## src/rtl/i3c_pkg.sv

```systemverilog
// Shared types and constants for the I3C SDR transfer scheduler.
package i3c_pkg;

   typedef logic [1:0] state_t;

   localparam state_t ST_IDLE   = 2'd0;
   localparam state_t ST_ACTIVE = 2'd1;
   localparam state_t ST_DONE   = 2'd2;

   localparam logic [7:0] TX_UNDERFLOW_BYTE = 8'hFF;
   localparam logic [7:0] RX_EMPTY_BYTE     = 8'h00;

endpackage

```

## src/rtl/i3c_sync_fifo.sv

```systemverilog
// Single-clock first-word-fall-through FIFO with synchronous flush.
module i3c_sync_fifo #(
   parameter int DEPTH = 4,
   parameter int W     = 8,
   localparam int AW   = $clog2(DEPTH)
) (
   input  logic          clk,
   input  logic          rst_n,
   input  logic          flush_i,
   input  logic          push_i,
   input  logic          pop_i,
   input  logic [W-1:0]  din_i,
   output logic          full_o,
   output logic          empty_o,
   output logic [AW:0]   count_o,
   output logic [W-1:0]  head_o
);

   logic [W-1:0]  mem_q [DEPTH];
   logic [AW-1:0] wr_ptr_q, wr_ptr_d;
   logic [AW-1:0] rd_ptr_q, rd_ptr_d;
   logic [AW:0]   count_q, count_d;
   logic          do_push, do_pop;

   assign empty_o = (count_q == '0);
   assign full_o  = (count_q == (AW+1)'(DEPTH));
   assign count_o = count_q;
   assign head_o  = mem_q[rd_ptr_q];

   // A pop frees a slot in the same cycle, so a full FIFO still accepts a push alongside it.
   assign do_pop  = pop_i && !empty_o;
   assign do_push = push_i && (!full_o || do_pop);

   always_comb begin
      wr_ptr_d = wr_ptr_q;
      rd_ptr_d = rd_ptr_q;
      count_d  = count_q;
      if (flush_i) begin
         wr_ptr_d = '0;
         rd_ptr_d = '0;
         count_d  = '0;
      end else begin
         if (do_push) wr_ptr_d = wr_ptr_q + AW'(1);
         if (do_pop)  rd_ptr_d = rd_ptr_q + AW'(1);
         case ({do_push, do_pop})
            2'b10:   count_d = count_q + (AW+1)'(1);
            2'b01:   count_d = count_q - (AW+1)'(1);
            default: count_d = count_q;
         endcase
      end
   end

   always_ff @(posedge clk or negedge rst_n) begin
      if (!rst_n) begin
         wr_ptr_q <= '0;
         rd_ptr_q <= '0;
         count_q  <= '0;
      end else begin
         wr_ptr_q <= wr_ptr_d;
         rd_ptr_q <= rd_ptr_d;
         count_q  <= count_d;
      end
   end

   always_ff @(posedge clk) begin
      if (do_push && !flush_i) mem_q[wr_ptr_q] <= din_i;
   end

endmodule

```

## src/rtl/i3c_xfer_sched.sv

```systemverilog
// Byte-level transfer scheduler: framing FSM, RX/TX FIFOs and sticky error flags.
module i3c_xfer_sched
   import i3c_pkg::*;
#(
   parameter int DEPTH = 4,
   localparam int AW   = $clog2(DEPTH)
) (
   input  logic          clk,
   input  logic          rst_n,
   input  logic          i3c_en,
   input  logic          start_detected,
   input  logic          stop_detected,
   input  logic          eng_rx_valid,
   input  logic [7:0]    eng_rx_data,
   input  logic          eng_tx_req,
   output logic [7:0]    eng_tx_data,
   output logic          eng_tx_valid,
   input  logic          reg_wr_en,
   input  logic [7:0]    reg_wr_data,
   input  logic          reg_rd_en,
   output logic [7:0]    reg_rd_data,
   output logic [AW:0]   rx_count,
   output logic [AW:0]   tx_count,
   output logic          rx_ovf,
   output logic          tx_ovf,
   output logic          tx_udf,
   input  logic          clr_err,
   output logic          busy,
   output logic          xfer_done,
   output logic [1:0]    dbg_state_o
);

   state_t state_q, state_d;
   logic   rx_ovf_q, rx_ovf_d, tx_ovf_q, tx_ovf_d, tx_udf_q, tx_udf_d;
   logic   active, flush;
   logic   rx_push, rx_pop, tx_push, tx_pop;
   logic   rx_full, rx_empty, tx_full, tx_empty;
   logic [7:0] rx_head, tx_head;

   assign active = (state_q == ST_ACTIVE);
   assign flush  = !i3c_en;

   // Engine and CPU strobes are single-cycle requests with no back-pressure:
   // the FIFO status outputs are the only "ready", and a strobe that cannot be
   // honoured is dropped (overflow) or answered with a filler byte (underflow).
   assign rx_push = i3c_en && eng_rx_valid && active;
   assign rx_pop  = i3c_en && reg_rd_en;
   assign tx_push = i3c_en && reg_wr_en;
   assign tx_pop  = i3c_en && eng_tx_req && active;

   i3c_sync_fifo #(.DEPTH(DEPTH), .W(8)) u_rx_fifo (
      .clk(clk), .rst_n(rst_n), .flush_i(flush),
      .push_i(rx_push), .pop_i(rx_pop), .din_i(eng_rx_data),
      .full_o(rx_full), .empty_o(rx_empty), .count_o(rx_count), .head_o(rx_head)
   );

   i3c_sync_fifo #(.DEPTH(DEPTH), .W(8)) u_tx_fifo (
      .clk(clk), .rst_n(rst_n), .flush_i(flush),
      .push_i(tx_push), .pop_i(tx_pop), .din_i(reg_wr_data),
      .full_o(tx_full), .empty_o(tx_empty), .count_o(tx_count), .head_o(tx_head)
   );

   assign eng_tx_valid = !tx_empty;
   assign eng_tx_data  = tx_empty ? TX_UNDERFLOW_BYTE : tx_head;
   assign reg_rd_data  = rx_empty ? RX_EMPTY_BYTE : rx_head;
   assign busy         = (state_q != ST_IDLE);
   assign xfer_done    = (state_q == ST_DONE);
   assign dbg_state_o  = state_q;
   assign rx_ovf       = rx_ovf_q;
   assign tx_ovf       = tx_ovf_q;
   assign tx_udf       = tx_udf_q;

   always_comb begin
      state_d = state_q;
      if (!i3c_en) begin
         state_d = ST_IDLE;
      end else begin
         case (state_q)
            // STOP beats a coincident START, so IDLE never leaves on a START+STOP pair.
            ST_IDLE:   if (start_detected && !stop_detected) state_d = ST_ACTIVE;
            ST_ACTIVE: if (stop_detected) state_d = ST_DONE;
            ST_DONE:   state_d = ST_IDLE;
            default:   state_d = ST_IDLE;
         endcase
      end
   end

   always_comb begin
      rx_ovf_d = 1'b0;
      tx_ovf_d = 1'b0;
      tx_udf_d = 1'b0;
      if (i3c_en) begin
         // A set in the same cycle as clr_err wins.
         rx_ovf_d = (rx_push && rx_full && !rx_pop) || (rx_ovf_q && !clr_err);
         tx_ovf_d = (tx_push && tx_full && !tx_pop) || (tx_ovf_q && !clr_err);
         tx_udf_d = (tx_pop && tx_empty) || (tx_udf_q && !clr_err);
      end
   end

   always_ff @(posedge clk or negedge rst_n) begin
      if (!rst_n) begin
         state_q  <= ST_IDLE;
         rx_ovf_q <= 1'b0;
         tx_ovf_q <= 1'b0;
         tx_udf_q <= 1'b0;
      end else begin
         state_q  <= state_d;
         rx_ovf_q <= rx_ovf_d;
         tx_ovf_q <= tx_ovf_d;
         tx_udf_q <= tx_udf_d;
      end
   end

endmodule
```

## config.mk

```make
export PLATFORM = sky130hd
export DESIGN_NAME = i3c_xfer_sched
export DESIGN_NICKNAME = d
export VERILOG_FILES = /design/src/rtl/i3c_pkg.sv /design/src/rtl/i3c_sync_fifo.sv /design/src/rtl/i3c_xfer_sched.sv
export SDC_FILE = /design/constraint.sdc
export NUM_CORES = 1
export LEC_CHECK = 0
export ABC_AREA = 1
export CAP_MARGIN = 40
export CORE_MARGIN = 2
export CORE_UTILIZATION = 35
export DETAILED_ROUTE_END_ITERATION = 12
export HOLD_SLACK_MARGIN = 0.06
export SLEW_MARGIN = 20
export SYNTH_ARGS = -nofsm -noshare
export SYNTH_HDL_FRONTEND = slang
export SYNTH_HIERARCHICAL = 1
export SYNTH_SLANG_ARGS = --single-unit
```

## constraint.sdc

```tcl
create_clock -name clk -period 2.5 [get_ports clk]
set_input_delay 0.5 -clock clk [delete_from_list [all_inputs] [get_ports clk]]
set_output_delay 0.5 -clock clk [all_outputs]
set_load 0.01 [all_outputs]
```

==> reports/results.ini, run 1 <==
[drt]
num_vias=2696
wl_per_cell_um=13.3
drt-met1-wl_um=3570
top_layer=met4
wl_um=7890
drtIter0Drc=156
wl_met3_um=283
antenna_left=0
viasPerCell=4.56
drc=0
wl_met2_um=3990
first_pass_iters=4

[layout]
nets=482
areaGrowthSynthToFinish_pct=29.6
design_area_um2=4960
drive_gt1_share_pct=19.7
antenna_cells=0

[clock_network]
clk_path_buf_depth=2
root_buffer=clkbuf_8
cts_tree=built
h-tree-depth=3
clk_pin_slew_ns=0.09
cts-buffers-inserted=9
clk_latency_ns=0.35
cts.sinks=83

[sta]
tightest_slew_ns=0.299
rsz0062_at_grt=no
slew_violations=0
setup_viol=0
period_minus_slack_ns=2.37
hold_violations=0
slew_headroom_pct=80.0
finalCritPeriodShare_pct=94.9
fmax_ghz=0.421
worst_clock_skew_ns=0.0131
fin_tns_setup_ns=0

[synth]
ys_seq_area_share_pct=62.7
yosysWarnings=6
synthDistinctLibCells=29
syn-instance-count=357
synthTopCellsByArea=edfxtp_1 50%, dfrtp_1 12%, nor2_1 5.3%
synth_seq_cells=83
synth_top_area_share_pct=50.2
netlist_area_um2=3820
postSynthAreaPerCell_um2=10.7
synth_area_leader_cell=edfxtp_1
synthesis.nets=393

[setup_path]
arrival_ns=1.87
start_kind=flop
slowest_delay_ns=0.54
path_cells=buf_6 > o21ai_0 > o22ai_1 > inv_1 > nor2_1 > clkdlybuf4s50_1
worstPathRequired_ns=2.00
path_class=flop to primary output
critPathSlowestCell=clkdlybuf4s50_1
crit_fanout=8
end_kind=primary output

[pwr]
clock_power_share_pct=26.8
internal_power_mw=2.32
totalPowerFinal_mw=3.34
p_comb_share_pct=25.5
p_leak_nw=2.09
power_switching_mw=1.02
ir_drop_mv=0.272
swShare_pct=30.4
power_density_nw_per_um2=674
seqPwrFrac_pct=47.8

[placement]
portBuffers=55
gp_congestion=0.793
dpl_cell_area_um2=4680
hpwlAfterDp_um=5310

[floorplanning]
die_area_um2=11800
row_count=38
fp.dieW_um=109
core-area_um2=10700
fp.dieH_um=109
start_util_pct=35.6
pin_count=56

[worst_hold_path]
min_path_type=input port to async pin

[status]
status=completed

[grt]
grt_max_degree=20
globalRouteOverflowTotal=0
grt_pass1_wl_um=12500
antenna_found_initial=0
grt_usage_pct=14.0
grt_pass1_vias=2581

[job]
max_cap_viol_count=0

==> stage by stage <==
stage	worst slack (ns)	util, %	std cells	hold WS (ns)
after global placement	0.0353	43.5	569	0.523
after floorplan	0.517	-	357	0.204
final	0.127	46.1	591	0.489
after global routing	0.0135	46.1	591	0.492
after detailed placement	-0.0296	43.5	569	0.531
after CTS	0.00361	45.5	587	0.483
==> worst max-delay path: cells and delay by family, from the launching register on <==
kind	cells	cell delay, ns
flip-flops	1	0.43
buffers and inverters	3	0.74
AO/OA/AOI/OAI	2	0.26
AND/OR/NAND/NOR	1	0.10
==> state kept, by name, summed over array words and instances, names as in the netlist <==
signal and cells:
u_rx_fifo/rd_ptr_q 2, u_tx_fifo/wr_ptr_q 2, dbg_state_o 2, tx_udf 1
u_rx_fifo/mem_q 32, u_rx_fifo/count_o 3, rx_ovf 1, u_tx_fifo/rd_ptr_q 2
u_tx_fifo/count_o 3, tx_ovf 1, u_tx_fifo/mem_q 32, u_rx_fifo/wr_ptr_q 2
==> routing by layer <==
metal	vias to the layer above	GRT usage [%]
met5	-	0
met4	0	4.95
met3	5	2.83
met2	57	23.6
met1	1260	17.9
li1	1374	-
==> power by group through the flow <==
stage	registers (mW)	clock network, mW	logic (mW)
6_report	1.59	0.894	0.851
5_1_grt	1.60	0.979	0.947
4_1_cts	1.59	0.925	0.860
3_5_place_dp	1.62	0	0.835
3_3_place_gp	1.62	0	0.822
2_1_floorplan	1.63	0	0.422
==> final cells by class <==
cell class / instances / area, µm²
multi-input cells: 209 / 1160
well taps: 140 / 175
clock inverters: 7 / 58.8
inverters: 57 / 223
clock buffers: 9 / 124
repair inverters: 1 / 7.51
fillers: 1060 / 5790
repair buffers: 85 / 810
flip-flops and latches: 83 / 2400
==> cells by family (layout without fill, tap and decap cells) <==
logic type,count (synthesis),count (layout),share of synthesized area [%]
AO/OA/AOI/OAI,66,66,9.55
buffers and inverters,65,159,7.23
flip-flops,83,83,62.7
AND/OR/NAND/NOR,131,131,16.4
XOR/XNOR,2,2,0.458
adder cells (fa/ha/maj),10,10,3.66
==> layout by cell type, fill, tap and decap left out, drive strengths merged <==
| cell type | count |
|---|---|
| a21oi | 10 |
| buf | 30 |
| clkbuf | 9 |
| clkdlybuf4s50 | 42 |
| clkinv | 4 |
| clkinvlp | 3 |
| dfrtp | 19 |
| dlygate4sd2 | 1 |
| dlymetal6s2s | 12 |
| edfxtp | 64 |
| fa | 2 |
| ha | 8 |
| inv | 58 |
| nand2 | 42 |
| nand3 | 15 |
| nand4 | 6 |
| nor2 | 60 |
| o21ai | 40 |
| o22ai | 16 |
| or2 | 8 |
| xnor2 | 2 |
==> cell usage after synthesis <==
| library cell | count |
|---|---|
| o21ai_1 | 4 |
| clkinv_1 | 1 |
| ha_1 | 8 |
| nor2_2 | 1 |
| nor2_4 | 5 |
| inv_1 | 51 |
| edfxtp_1 | 64 |
| nand2_1 | 35 |
| o21ai_0 | 33 |
| clkbuf_1 | 1 |
| a21oi_1 | 9 |
| o22ai_1 | 16 |
| nand3_2 | 4 |
| inv_4 | 1 |
| a21oi_2 | 1 |
| or2_2 | 8 |
| dfrtp_1 | 19 |
| nand2_2 | 6 |
| fa_1 | 2 |
| nand2_4 | 1 |
| inv_2 | 4 |
| buf_2 | 3 |
| nand4_1 | 6 |
| buf_6 | 3 |
| nor2_1 | 54 |
| nand3_1 | 11 |
| o21ai_2 | 3 |
| xnor2_1 | 2 |
| buf_4 | 1 |
==> final timing paths <==
path                       slack (ns)                  start                    end  cells after the start
max reg2reg                      0.62         dbg_state_o[1]   u_rx_fifo/count_o[2]                     13
max in group asynchronous        1.77                  rst_n   u_tx_fifo/count_o[2]                      2
min reg2reg                      0.54  u_rx_fifo/wr_ptr_q[1]  u_rx_fifo/wr_ptr_q[1]                      2
min in group clk                 0.54  u_rx_fifo/wr_ptr_q[1]  u_rx_fifo/wr_ptr_q[1]                      2
min                              0.49                  rst_n                 rx_ovf                      2
max                              0.13  u_rx_fifo/rd_ptr_q[0]         reg_rd_data[7]                      6
==> what timing repair did <==
action                                 in CTS  in global routing
endpoints found under the hold margin       0                  0
setup buffers                               1                  3
setup endpoints to repair                  14                 15
hold buffers                                0                  0
resized for setup                           9                 22
gates cloned                                1                  1
Power figures use the tool's default switching activity.
==> run 2: changes to the inputs <==
clock period = 2.6 ns   (was 2.5 ns; I/O delays follow)
==> reports/results.ini, run 2 (synthesis gave the netlist of run 1 again) <==
[status]
status=completed

[layout]
final_common_cell=edfxtp_1
nFillCells=1034  ; -2.5%
nets=478  ; -0.83%
antenna_cells=0  ; unchanged
drive_gt1_share_pct=18.8  ; -0.94 points
top_regs=u_rx_fifo/mem_q x32, u_tx_fifo/mem_q x32
design_area_um2=4960  ; about the same
final_cell_mix=64 x edfxtp_1, 54 x nor2_1, 50 x clkdlybuf4s50_1
final_core_util_pct=46.2  ; about the same
areaGrowthSynthToFinish_pct=29.7  ; about the same

[floorplanning]
die_area_um2=11800  ; unchanged
core-area_um2=10700  ; unchanged
fp.dieW_um=109  ; unchanged
start_util_pct=35.6  ; unchanged
row_count=38  ; unchanged
fp.dieH_um=109  ; unchanged
pin_count=56  ; unchanged

[sta]
tightest_slew_ns=0.336  ; +0.0370 ns
worst_clock_skew_ns=0.0138  ; +0.000754 ns
rsz0062_at_grt=yes
finalCritPeriodShare_pct=97.1
period_minus_slack_ns=2.53
hold_violations=0  ; unchanged
fmax_ghz=0.396
setup_viol=0  ; unchanged
hold_ws_ns=0.494  ; +0.00477 ns
slew_headroom_pct=77.6  ; -2.4 points
slew_violations=0  ; unchanged

[clock_network]
h-tree-depth=3  ; unchanged
cts-buffers-inserted=9  ; unchanged
cts_tree=built
root_buffer=clkbuf_8
clk_path_buf_depth=2  ; unchanged
clk_latency_ns=0.35  ; about the same
cts.sinks=83  ; unchanged
clk_pin_slew_ns=0.09  ; about the same

[job]
max_cap_viol_count=0  ; unchanged

[drt]
drtIter0Drc=138  ; -12%
viasPerCell=4.55  ; -0.18%
wl_per_cell_um=13.2  ; -1.3%
antenna_left=0  ; unchanged
num_vias=2673  ; -0.85%
wl_um=7730  ; -2.0%
first_pass_iters=4  ; unchanged
drc=0  ; unchanged

[setup_path]
crit_fanout=11  ; +3
critPathSlowestCell=clkdlybuf4s50_1
start_kind=flop
path_cells=clkinvlp_4 > buf_4 > o21ai_0 > o22ai_1 > or2_2 > clkdlybuf4s50_1
arrival_ns=2.01  ; +0.14 ns
path_class=flop to primary output
worstPathRequired_ns=2.08  ; +0.08 ns
slowest_delay_ns=0.48  ; -0.06 ns
end_kind=primary output

[grt]
grt_pass1_vias=2520  ; -2.4%
use_met3_pct=3.38  ; +0.54 points
grt_usage_pct=13.9  ; -0.089 points
antenna_found_initial=0  ; unchanged
grt_busiest_layer=met2
globalRouteOverflowTotal=0  ; unchanged
grt_max_degree=20  ; unchanged
gr-usage-met1_pct=16.8  ; -1.1 points
grt_pass1_wl_um=12400  ; -1.1%
use_met2_pct=24.3  ; +0.71 points

[placement]
portBuffers=55  ; unchanged
gp_congestion=0.799  ; +0.69%
hpwlAfterDp_um=5280  ; -0.65%
dpl_cell_area_um2=4660  ; -0.48%

[pwr]
power_density_nw_per_um2=686  ; +1.8%
p_leak_nw=2.01  ; -3.7%
ir_drop_mv=0.303  ; +11%

[worst_hold_path]
min_path_type=input port to async pin

## run 2: changes by cell type in the layout (fill, tap and decap cells not counted), moves of 2 or more
| cell | delta |
|---|---|
| buf_4 | -2 |
| bufinv_16 | +2 |
| clkdlybuf4s50_1 | +8 |
| clkinv_4 | -2 |
| dlymetal6s2s_1 | -7 |
| o21ai_0 | +2 |
| o21ai_1 | -2 |
## run 2: path summary, 6_finish.rpt
| kind | start | end | slack (ns) | depth (start not counted) |
|---|---|---|---|---|
| min in group clk | tx_ovf | tx_ovf | 0.54 | 2 |
| max | u_tx_fifo/rd_ptr_q[0] | eng_tx_data[4] | 0.07 | 6 |
| min reg2reg | tx_ovf | tx_ovf | 0.54 | 2 |
| max in group asynchronous | rst_n | u_tx_fifo/count_o[1] | 1.88 | 2 |
| min | rst_n | u_tx_fifo/count_o[0] | 0.49 | 2 |
| max reg2reg | dbg_state_o[1] | u_rx_fifo/count_o[2] | 0.70 | 13 |
## run 2: worst max-delay path: cells and delay by family (launching register included)
family	cells	cell delay (ns)
AND/OR/NAND/NOR	1	0.27
AO/OA/AOI/OAI	2	0.23
flip-flops	1	0.40
buffers and inverters	3	0.77
## run 2: area by class of cell
class / count / area, µm² / share of cell area, %
Sequential cell: 83 / 2400 / 48.4
Multi-Input combinational cell: 209 / 1160 / 23.4
Timing Repair Buffer: 81 / 762 / 15.4
Inverter: 57 / 226 / 4.57
Tap cell: 140 / 175 / 3.53
Clock buffer: 9 / 124 / 2.50
Clock inverter: 7 / 105 / 2.12
Timing Repair inverter: 1 / 7.51 / 0.151
## run 2: report_power, final
part | internal [mW] | switching [mW]
Combinational | 0.406 | 0.412
Sequential | 1.47 | 0.0602
Clock | 0.558 | 0.492
Total | 2.44 | 0.964
## run 2: repair_timing
item	4_1_cts	5_1_grt
gates cloned	0	1
endpoints found under the setup margin	10	15
gates resized for setup	7	13
setup buffers	3	1
hold buffers	0	0
## run 2: metrics by stage
stage / setup TNS [ns] / worst slack (ns) / instances / power, mW
after global routing: -0.0542 / -0.0542 / 587 / 3.60
after floorplan: 0 / 0.597 / 357 / 1.97
after detailed placement: 0 / 0.0579 / 566 / 2.36
after CTS: -0.00158 / -0.00158 / 585 / 3.44
after global placement: 0 / 0.109 / 566 / 2.35
final: 0 / 0.0747 / 587 / 3.40
## run 2: layer usage
layer / up-vias / wire length [µm]
met2: 49 / 4130
li1: 1370 / -
met1: 1245 / 3190
met4: 0 / 86
met5: - / 0
met3: 9 / 322
==> run 3: changes to the inputs <==
CAP_MARGIN = 5   (was 40)
==> results of run 3 <==
Final layout, timing and power as in run 2 (identical DEF).
